**config.mk**
```make
export PLATFORM = sky130hd
export DESIGN_NAME = mem_stage_flat
export DESIGN_NICKNAME = d
export VERILOG_FILES = /design/src/rtl/mem_stage_if.sv /design/src/rtl/mem_stage.sv /design/src/flat_wrapper.sv
export SDC_FILE = /design/constraint.sdc
export NUM_CORES = 1
export LEC_CHECK = 0
export ABC_AREA = 1
export CAP_MARGIN = 5
export CELL_PAD_IN_SITES_DETAIL_PLACEMENT = 1
export CELL_PAD_IN_SITES_GLOBAL_PLACEMENT = 2
export CORE_MARGIN = 2
export CORE_UTILIZATION = 26
export DETAILED_ROUTE_END_ITERATION = 8
export GPL_TIMING_DRIVEN = 0
export PLACE_DENSITY = 0.83
export SLEW_MARGIN = 25
export SYNTH_ARGS = -nofsm -noshare
export SYNTH_HDL_FRONTEND = slang
export SYNTH_SLANG_ARGS = --single-unit
```
**constraint.sdc**
```tcl
create_clock -name clk -period 1.75 [get_ports clk]
set_clock_uncertainty 0.2 [all_clocks]
set_input_delay 0.35 -clock clk [delete_from_list [all_inputs] [get_ports clk]]
set_output_delay 0.35 -clock clk [all_outputs]
set_load 0.01 [all_outputs]
```
**src/rtl/mem_stage_if.sv**
```systemverilog
// Data-memory request/acknowledge port between the MEM pipeline stage (master)
// and the data memory (slave). req/we/addr/wdata are held from request until ack.
interface mem_stage_if;
    logic        req;
    logic        we;
    logic [31:0] addr;
    logic [31:0] wdata;
    logic [31:0] rdata;
    logic        ack;

    modport master (
        output req,
        output we,
        output addr,
        output wdata,
        input  rdata,
        input  ack
    );

    modport slave (
        input  req,
        input  we,
        input  addr,
        input  wdata,
        output rdata,
        output ack
    );
endinterface

```
**src/rtl/mem_stage.sv**
```systemverilog
// MEM pipeline stage: registers EX/MEM into MEM/WB, runs loads/stores over a req/ack
// port with variable latency, stalls upstream meanwhile, and times out with a sticky error.
module mem_stage #(
    parameter int          TIMEOUT  = 16,
    parameter logic [31:0] ERR_DATA = 32'hDEADBEEF
) (
    input  logic        clk,
    input  logic        rst_n,
    input  logic        HALTED,
    input  logic [31:0] EX_MEM_ALUOUT,
    input  logic [31:0] EX_MEM_B,
    input  logic [31:0] EX_MEM_IR,
    input  logic [2:0]  EX_MEM_TYPE,
    input  logic        TAKEN_BRANCH,
    mem_stage_if.master mem,
    output logic        STALL,
    output logic [31:0] MEM_WB_ALUOUT,
    output logic [31:0] MEM_WB_LMD,
    output logic [31:0] MEM_WB_IR,
    output logic [2:0]  MEM_WB_TYPE,
    output logic        MEM_WB_VALID,
    output logic        BUS_ERR
);

    localparam int                CNT_W    = (TIMEOUT > 1) ? $clog2(TIMEOUT) : 1;
    localparam logic [CNT_W-1:0]  CNT_LAST = CNT_W'(TIMEOUT - 1);

    localparam logic [2:0] TYPE_LOAD  = 3'b010;
    localparam logic [2:0] TYPE_STORE = 3'b011;

    localparam logic [0:0] ST_IDLE   = 1'b0;
    localparam logic [0:0] ST_ACCESS = 1'b1;

    logic [0:0]       state_reg,      state_next;
    logic [CNT_W-1:0] cnt_reg,        cnt_next;
    logic             req_reg,        req_next;
    logic             we_reg,         we_next;
    logic [31:0]      addr_reg,       addr_next;
    logic [31:0]      wdata_reg,      wdata_next;
    logic [31:0]      lat_ir_reg,     lat_ir_next;
    logic [2:0]       lat_type_reg,   lat_type_next;
    logic [31:0]      wb_aluout_reg,  wb_aluout_next;
    logic [31:0]      wb_lmd_reg,     wb_lmd_next;
    logic [31:0]      wb_ir_reg,      wb_ir_next;
    logic [2:0]       wb_type_reg,    wb_type_next;
    logic             wb_valid_reg,   wb_valid_next;
    logic             stall_reg,      stall_next;
    logic             bus_err_reg,    bus_err_next;

    logic is_mem_op;
    logic access_done;

    // A store squashed by a taken branch behaves like any non-memory op.
    assign is_mem_op   = (EX_MEM_TYPE == TYPE_LOAD) ||
                         ((EX_MEM_TYPE == TYPE_STORE) && !TAKEN_BRANCH);
    assign access_done = mem.ack || (cnt_reg == CNT_LAST);

    always_comb begin
        state_next     = state_reg;
        cnt_next       = cnt_reg;
        req_next       = req_reg;
        we_next        = we_reg;
        addr_next      = addr_reg;
        wdata_next     = wdata_reg;
        lat_ir_next    = lat_ir_reg;
        lat_type_next  = lat_type_reg;
        wb_aluout_next = wb_aluout_reg;
        wb_lmd_next    = wb_lmd_reg;
        wb_ir_next     = wb_ir_reg;
        wb_type_next   = wb_type_reg;
        wb_valid_next  = 1'b0;
        bus_err_next   = bus_err_reg;

        case (state_reg)
            ST_IDLE: begin
                if (!HALTED) begin
                    if (is_mem_op) begin
                        // The address register doubles as the latched ALU result.
                        lat_ir_next   = EX_MEM_IR;
                        lat_type_next = EX_MEM_TYPE;
                        req_next      = 1'b1;
                        we_next       = (EX_MEM_TYPE == TYPE_STORE);
                        addr_next     = EX_MEM_ALUOUT;
                        wdata_next    = EX_MEM_B;
                        cnt_next      = '0;
                        state_next    = ST_ACCESS;
                    end else begin
                        wb_aluout_next = EX_MEM_ALUOUT;
                        wb_ir_next     = EX_MEM_IR;
                        wb_type_next   = EX_MEM_TYPE;
                        wb_valid_next  = 1'b1;
                    end
                end
            end

            ST_ACCESS: begin
                cnt_next = cnt_reg + CNT_W'(1);
                if (access_done) begin
                    req_next       = 1'b0;
                    wb_aluout_next = addr_reg;
                    wb_ir_next     = lat_ir_reg;
                    wb_type_next   = lat_type_reg;
                    wb_valid_next  = 1'b1;
                    cnt_next       = '0;
                    state_next     = ST_IDLE;
                    // An ack arriving on the timeout cycle still delivers real data.
                    if (lat_type_reg == TYPE_LOAD) begin
                        wb_lmd_next = mem.ack ? mem.rdata : ERR_DATA;
                    end
                    if (!mem.ack) begin
                        bus_err_next = 1'b1;
                    end
                end
            end

            default: begin
                state_next = ST_IDLE;
                req_next   = 1'b0;
            end
        endcase

        stall_next = (state_next == ST_ACCESS);
    end

    always_ff @(posedge clk or negedge rst_n) begin
        if (!rst_n) begin
            state_reg     <= ST_IDLE;
            cnt_reg       <= '0;
            req_reg       <= 1'b0;
            we_reg        <= 1'b0;
            addr_reg      <= '0;
            wdata_reg     <= '0;
            lat_ir_reg    <= '0;
            lat_type_reg  <= '0;
            wb_aluout_reg <= '0;
            wb_lmd_reg    <= '0;
            wb_ir_reg     <= '0;
            wb_type_reg   <= '0;
            wb_valid_reg  <= 1'b0;
            stall_reg     <= 1'b0;
            bus_err_reg   <= 1'b0;
        end else begin
            state_reg     <= state_next;
            cnt_reg       <= cnt_next;
            req_reg       <= req_next;
            we_reg        <= we_next;
            addr_reg      <= addr_next;
            wdata_reg     <= wdata_next;
            lat_ir_reg    <= lat_ir_next;
            lat_type_reg  <= lat_type_next;
            wb_aluout_reg <= wb_aluout_next;
            wb_lmd_reg    <= wb_lmd_next;
            wb_ir_reg     <= wb_ir_next;
            wb_type_reg   <= wb_type_next;
            wb_valid_reg  <= wb_valid_next;
            stall_reg     <= stall_next;
            bus_err_reg   <= bus_err_next;
        end
    end

    assign mem.req       = req_reg;
    assign mem.we        = we_reg;
    assign mem.addr      = addr_reg;
    assign mem.wdata     = wdata_reg;
    assign STALL         = stall_reg;
    assign MEM_WB_ALUOUT = wb_aluout_reg;
    assign MEM_WB_LMD    = wb_lmd_reg;
    assign MEM_WB_IR     = wb_ir_reg;
    assign MEM_WB_TYPE   = wb_type_reg;
    assign MEM_WB_VALID  = wb_valid_reg;
    assign BUS_ERR       = bus_err_reg;

endmodule

```
**src/flat_wrapper.sv**
```systemverilog
// flat-port wrapper written by rule: the top's interface ports become plain ports
module mem_stage_flat 
#(
    parameter int          TIMEOUT  = 16,
    parameter logic [31:0] ERR_DATA = 32'hDEADBEEF
)
  (clk, rst_n, HALTED, EX_MEM_ALUOUT, EX_MEM_B, EX_MEM_IR, EX_MEM_TYPE, TAKEN_BRANCH, STALL, MEM_WB_ALUOUT, MEM_WB_LMD, MEM_WB_IR, MEM_WB_TYPE, MEM_WB_VALID, BUS_ERR, mem_req, mem_we, mem_addr, mem_wdata, mem_rdata, mem_ack);
  mem_stage_if mem_i ();
  input  logic clk;
  input  logic rst_n;
  input  logic HALTED;
  input  logic [31:0] EX_MEM_ALUOUT;
  input  logic [31:0] EX_MEM_B;
  input  logic [31:0] EX_MEM_IR;
  input  logic [2:0] EX_MEM_TYPE;
  input  logic TAKEN_BRANCH;
  output logic STALL;
  output logic [31:0] MEM_WB_ALUOUT;
  output logic [31:0] MEM_WB_LMD;
  output logic [31:0] MEM_WB_IR;
  output logic [2:0] MEM_WB_TYPE;
  output logic MEM_WB_VALID;
  output logic BUS_ERR;
  output wire logic [$bits(mem_i.req)-1:0] mem_req;
  output wire logic [$bits(mem_i.we)-1:0] mem_we;
  output wire logic [$bits(mem_i.addr)-1:0] mem_addr;
  output wire logic [$bits(mem_i.wdata)-1:0] mem_wdata;
  input wire logic [$bits(mem_i.rdata)-1:0] mem_rdata;
  input wire logic [$bits(mem_i.ack)-1:0] mem_ack;
  assign mem_req = mem_i.req;
  assign mem_we = mem_i.we;
  assign mem_addr = mem_i.addr;
  assign mem_wdata = mem_i.wdata;
  assign mem_i.rdata = mem_rdata;
  assign mem_i.ack = mem_ack;
  mem_stage #(.TIMEOUT(TIMEOUT), .ERR_DATA(ERR_DATA)) u_core (.clk(clk), .rst_n(rst_n), .HALTED(HALTED), .EX_MEM_ALUOUT(EX_MEM_ALUOUT), .EX_MEM_B(EX_MEM_B), .EX_MEM_IR(EX_MEM_IR), .EX_MEM_TYPE(EX_MEM_TYPE), .TAKEN_BRANCH(TAKEN_BRANCH), .mem(mem_i), .STALL(STALL), .MEM_WB_ALUOUT(MEM_WB_ALUOUT), .MEM_WB_LMD(MEM_WB_LMD), .MEM_WB_IR(MEM_WB_IR), .MEM_WB_TYPE(MEM_WB_TYPE), .MEM_WB_VALID(MEM_WB_VALID), .BUS_ERR(BUS_ERR));
endmodule
```
Word-level counts from Yosys, hierarchy flattened

Cells that the tools add are included.

Add/subtract/negate cells: 1
$mul: 0
Div/mod/pow operators: 0
Order comparisons: 0
Equal/unequal tests: 8
Shifts and indexed selects: 0
Muxes and demuxes: 29
Bitwise operators: 3
Reductions and logical operators: 10

Operators by type and width:

| kind                                                                   | count |
|---|---|
| 32-bit 2-to-1 mux                                                      | 7 |
| 32-bit case mux with 2 select lines                                    | 2 |
| 3-bit AND reduction                                                    | 5 |
| 4-bit 2-to-1 mux                                                       | 3 |
| 3-bit by 2-bit equality test with 1-bit output (second input constant) | 3 |
| 1-bit 2-to-1 mux                                                       | 9 |
| 3-bit 2-to-1 mux                                                       | 3 |
| 4-bit case mux with 2 select lines                                     | 1 |
| 2-bit != test (second input constant)                                  | 3 |
| 1-bit case mux with 2 select lines                                     | 3 |
| 3-bit case mux with 2 select lines                                     | 1 |
| 4-bit by 1-bit adder with 4-bit output (second input constant)         | 1 |
| 4-bit equality test (second input constant)                            | 1 |
| 1-bit NOT                                                              | 3 |
| 1-bit logical OR                                                       | 2 |
| 2-bit by 1-bit != test with 1-bit output (second input constant)       | 1 |
| 2-bit AND reduction                                                    | 1 |
| 1-bit logical AND                                                      | 1 |
| 1-bit logical NOT                                                      | 1 |

Register bits: 207
Latch bits: 0
Memory bits (writable): 0
Bits in read-only memories: 0
Bits of input ports: 136
Output and inout port bits: 168
Word-level logic and storage cells: 65
Memories kept: 0

Longest topological paths before layout

Word-level depth: 6
Gate-level depth with buffers: 8
Depth with buffers taken out: 6

Worst setup path before layout

Ideal clock, no wire load.

Kind: register -> register
Start point: register u_core.cnt_reg[0]
End point: register u_core.wb_ir_reg[25], in the netlist u_core.MEM_WB_IR[25]
Setup time: 0.066 ns
Arrival: 1.354 ns
Required time: 1.484 ns
Setup slack: 0.130 ns
Cell stages (with the launch flop): 9
Buffers on the path: 2
Clock period less this slack: 1.620 ns
Path through: dfrtp_1 ha_1 nand3_1 nand2_2 nand2_2 buf_4 buf_4 nand3_1 nand2_1

Longest elaborated chain between the ends: 4

Ends and longest elaborated chain:

| element                       | line             | source |
|---|---|---|
| start: declaration            | mem_stage.sv:35  | `logic [CNT_W-1:0] cnt_reg, cnt_next;` |
| start signal: assignment      | mem_stage.sv:144 | `cnt_reg <= cnt_next;` |
| 4-bit equality test           | mem_stage.sv:56  | `assign access_done = mem.ack \|\| (cnt_reg == CNT_LAST);` |
| 1-bit logical OR              | mem_stage.sv:56  |  |
| 2-bit != test (no line)       | n/a              |  |
| 3-bit AND reduction (no line) | n/a              |  |
| end signal: assignment        | mem_stage.sv:153 | `wb_ir_reg <= wb_ir_next;` |
| end: declaration              | mem_stage.sv:44  | `logic [31:0] wb_ir_reg, wb_ir_next;` |

No other way between the ends.
A chain may end at the register's enable or synchronous reset.

==> results.cfg <==
[worst_setup_path]
end_kind = primary output
rr_worst_depth = 8
arrival_ns = 1.20
cpMaxStageDelayCell = dfrtp_1
slowest_delay_ns = 0.41
r2r_slack_ns = 0.04
cp_top_family = flip-flops
cp_max_fo = 2
critPathKind = flip-flop to primary output
path_buf_inv = 2
crit_top_cell = buf_6
path_depth = 2
setup.worst_path.start_class = flip-flop
worstPathCellList = buf_6 -> buf_6
required_ns = 1.20

[floorplan]
die_area_um2 = 37500
initial_core_util = 0.263
die_h_um = 194
die_w_um = 194
boundaryPins = 304
core_um2 = 35500
rows = 69

[final_layout]
drive_gt1_frac = 0.250
syn2layout_area_growth_pct = 59.1
nets = 1690
final_common_cell = nand2_1
utilization = 0.419
final_cell_mix = nand2_1 (580), dfrtp_1 (207), clkdlybuf4s50_1 (133), nand3_1 (97), clkbuf_2 (74)

[sta]
tns_ns = 0
slew_headroom = 0.591
final_max_slew_viol_count = 0
layout_setup_ws_ns = 0.00495
finalSetupViolCount = 0
fin_crit_ns = 1.75
fmax_mhz = 573
worst_pin_slew_ns = 0.614
period_share = 0.997
grt_setup_unrepaired = yes
final_hold_viol_count = 0

[placed_design]
dp_slack_ns = -0.784
io_buffer_count = 302
hpwlAfterDp_um = 25200
finalWeightedCongestion = 0.775

[power]
ir_drop_mv = 0.726
power.density_nw_per_um2 = 1120
p_leak_nw = 7.68

[routing]
post_drt_wl_per_cell_um = 18.3
wl_met3_um = 2790
via_count = 9378
drt_iter0_drc = 354
drcViolationCount = 0
top_layer = met5
wl_met1_um = 16000
wl_met2_um = 17700
firstDrtPassIters = 4
viasPerCell = 4.61
postRouteAntennaNets = 0
wl_um = 37200

[synth]
synth_area_leaders = dfrtp_1 (55%), nand2_1 (26%), nand3_1 (5.4%)
netlist_instances = 1168
yosys.area.top_type = dfrtp_1
avgSynthCellArea_um2 = 8.00
synth_nets = 1305
yosys.cell_types.count = 23
syn_area_um2 = 9340
synth-seq-cells = 207
yosysTopAreaCellShare = 0.554
yosysSeqAreaShare = 0.554
yosysWarnings = 0

[grt]
overflow = 0
grt_antenna_before_repair = 4
grt_usage = 0.187
grt_pass1_wl_um = 56200
grt_pass1_vias = 9724
grt_start_max_net_pins = 84

[clocking]
clk_latency_ns = 0.53
cts.clk_slew.worst_paths_ns = 0.06
htreeDepth = 1
clock-root-buffer = clkbuf_16
cts_inserted_buffers = 27
cts_num_sinks = 207
cts_tree = built
cts.path.max_buffers = 3

[hold_path]
min_path_type = input pin to flip-flop
min_path_cells = 4

[status]
status = finished clean

[job]
drv_cap = 0
[kinds of logic (layout without fill, tap and decap cells)]
family	after synthesis	count (layout)	synth area share
XOR/XNOR	1	1	0.000938
buffers and inverters	94	498	0.0500
AO/OA/AOI/OAI	1	1	0.000804
AND/OR/NAND/NOR	864	864	0.393
other	0	1	0
adder cells (fa/ha/maj)	1	1	0.00134
flip-flops	207	207	0.554
[through the flow]
step | total power [W] | area (µm²) | instances | hold slack (ns)
6_report | 0.0167 | 14900 | 2034 | 0.0552
5_1_grt | 0.0176 | 14900 | 2034 | 0.0711
4_1_cts | 0.0167 | 14400 | 2008 | 0.0369
3_5_place_dp | 0.0112 | 13000 | 1933 | 0.190
3_3_place_gp | 0.0111 | 12900 | 1931 | 0.253
2_1_floorplan | 0.00826 | 9340 | 1168 | -0.146
[synthesized netlist by cell type, drive strengths merged]
| master | n |
|---|---|
| nand2 | 655 |
| o21bai | 1 |
| dfrtp | 207 |
| nor3 | 1 |
| nor2 | 4 |
| nand3b | 8 |
| xnor2 | 1 |
| nand3 | 101 |
| ha | 1 |
| clkbuf | 19 |
| nand4 | 68 |
| inv | 10 |
| or2 | 27 |
| buf | 65 |
[final cells by class]
type                       instances  area (µm²)
inverter                          10        50.0
antenna                            1        2.50
tap                              461         577
fill                            4190       20600
clock buffer                      42         802
clock inverter                     6        83.8
multi-input combinational        867        4090
sequential                       207        5180
buffer                            79         796
timing repair buffer             361        3280
[path summary, 6_finish.rpt]
kind,to,from
setup / recovery,STALL,u_core.state_reg
hold / removal,u_core.MEM_WB_LMD[4],mem_ack
setup reg to reg,u_core.MEM_WB_LMD[17],u_core.state_reg
hold reg to reg,u_core.MEM_WB_LMD[28],u_core.MEM_WB_LMD[28]
max in group asynchronous,u_core.MEM_WB_IR[2],rst_n
min in group asynchronous,u_core.MEM_WB_IR[26],rst_n
[worst register-to-register path: cells and delay by family (launching register included)]
kind,cells,cell delay [ns]
AND/OR/NAND/NOR,4,0.40
flip-flops,1,0.40
buffers and inverters,4,0.59
[repair_timing]
item	in CTS	in global routing
setup endpoints to repair	373	286
resized for setup	460	309
setup buffers	28	17
cloned	1	10
hold buffers	1	0
pin swaps	4	35
hold endpoints to repair	70	0
[where the power goes]
group	internal, W	leakage [nW]	switching (W)
logic	0.00218	4.66	0.00237
registers	0.00584	2.58	0.000719
clock network	0.00342	0.437	0.00217
total	0.0114	7.68	0.00526
[layer usage]
layer	vias up	global-route usage
met5	-	0
met4	6	0.0373
met3	52	0.0608
met2	228	0.308
met1	4597	0.241
li1	4495	-
No activity file was read; power rests on OpenSTA's default activity.
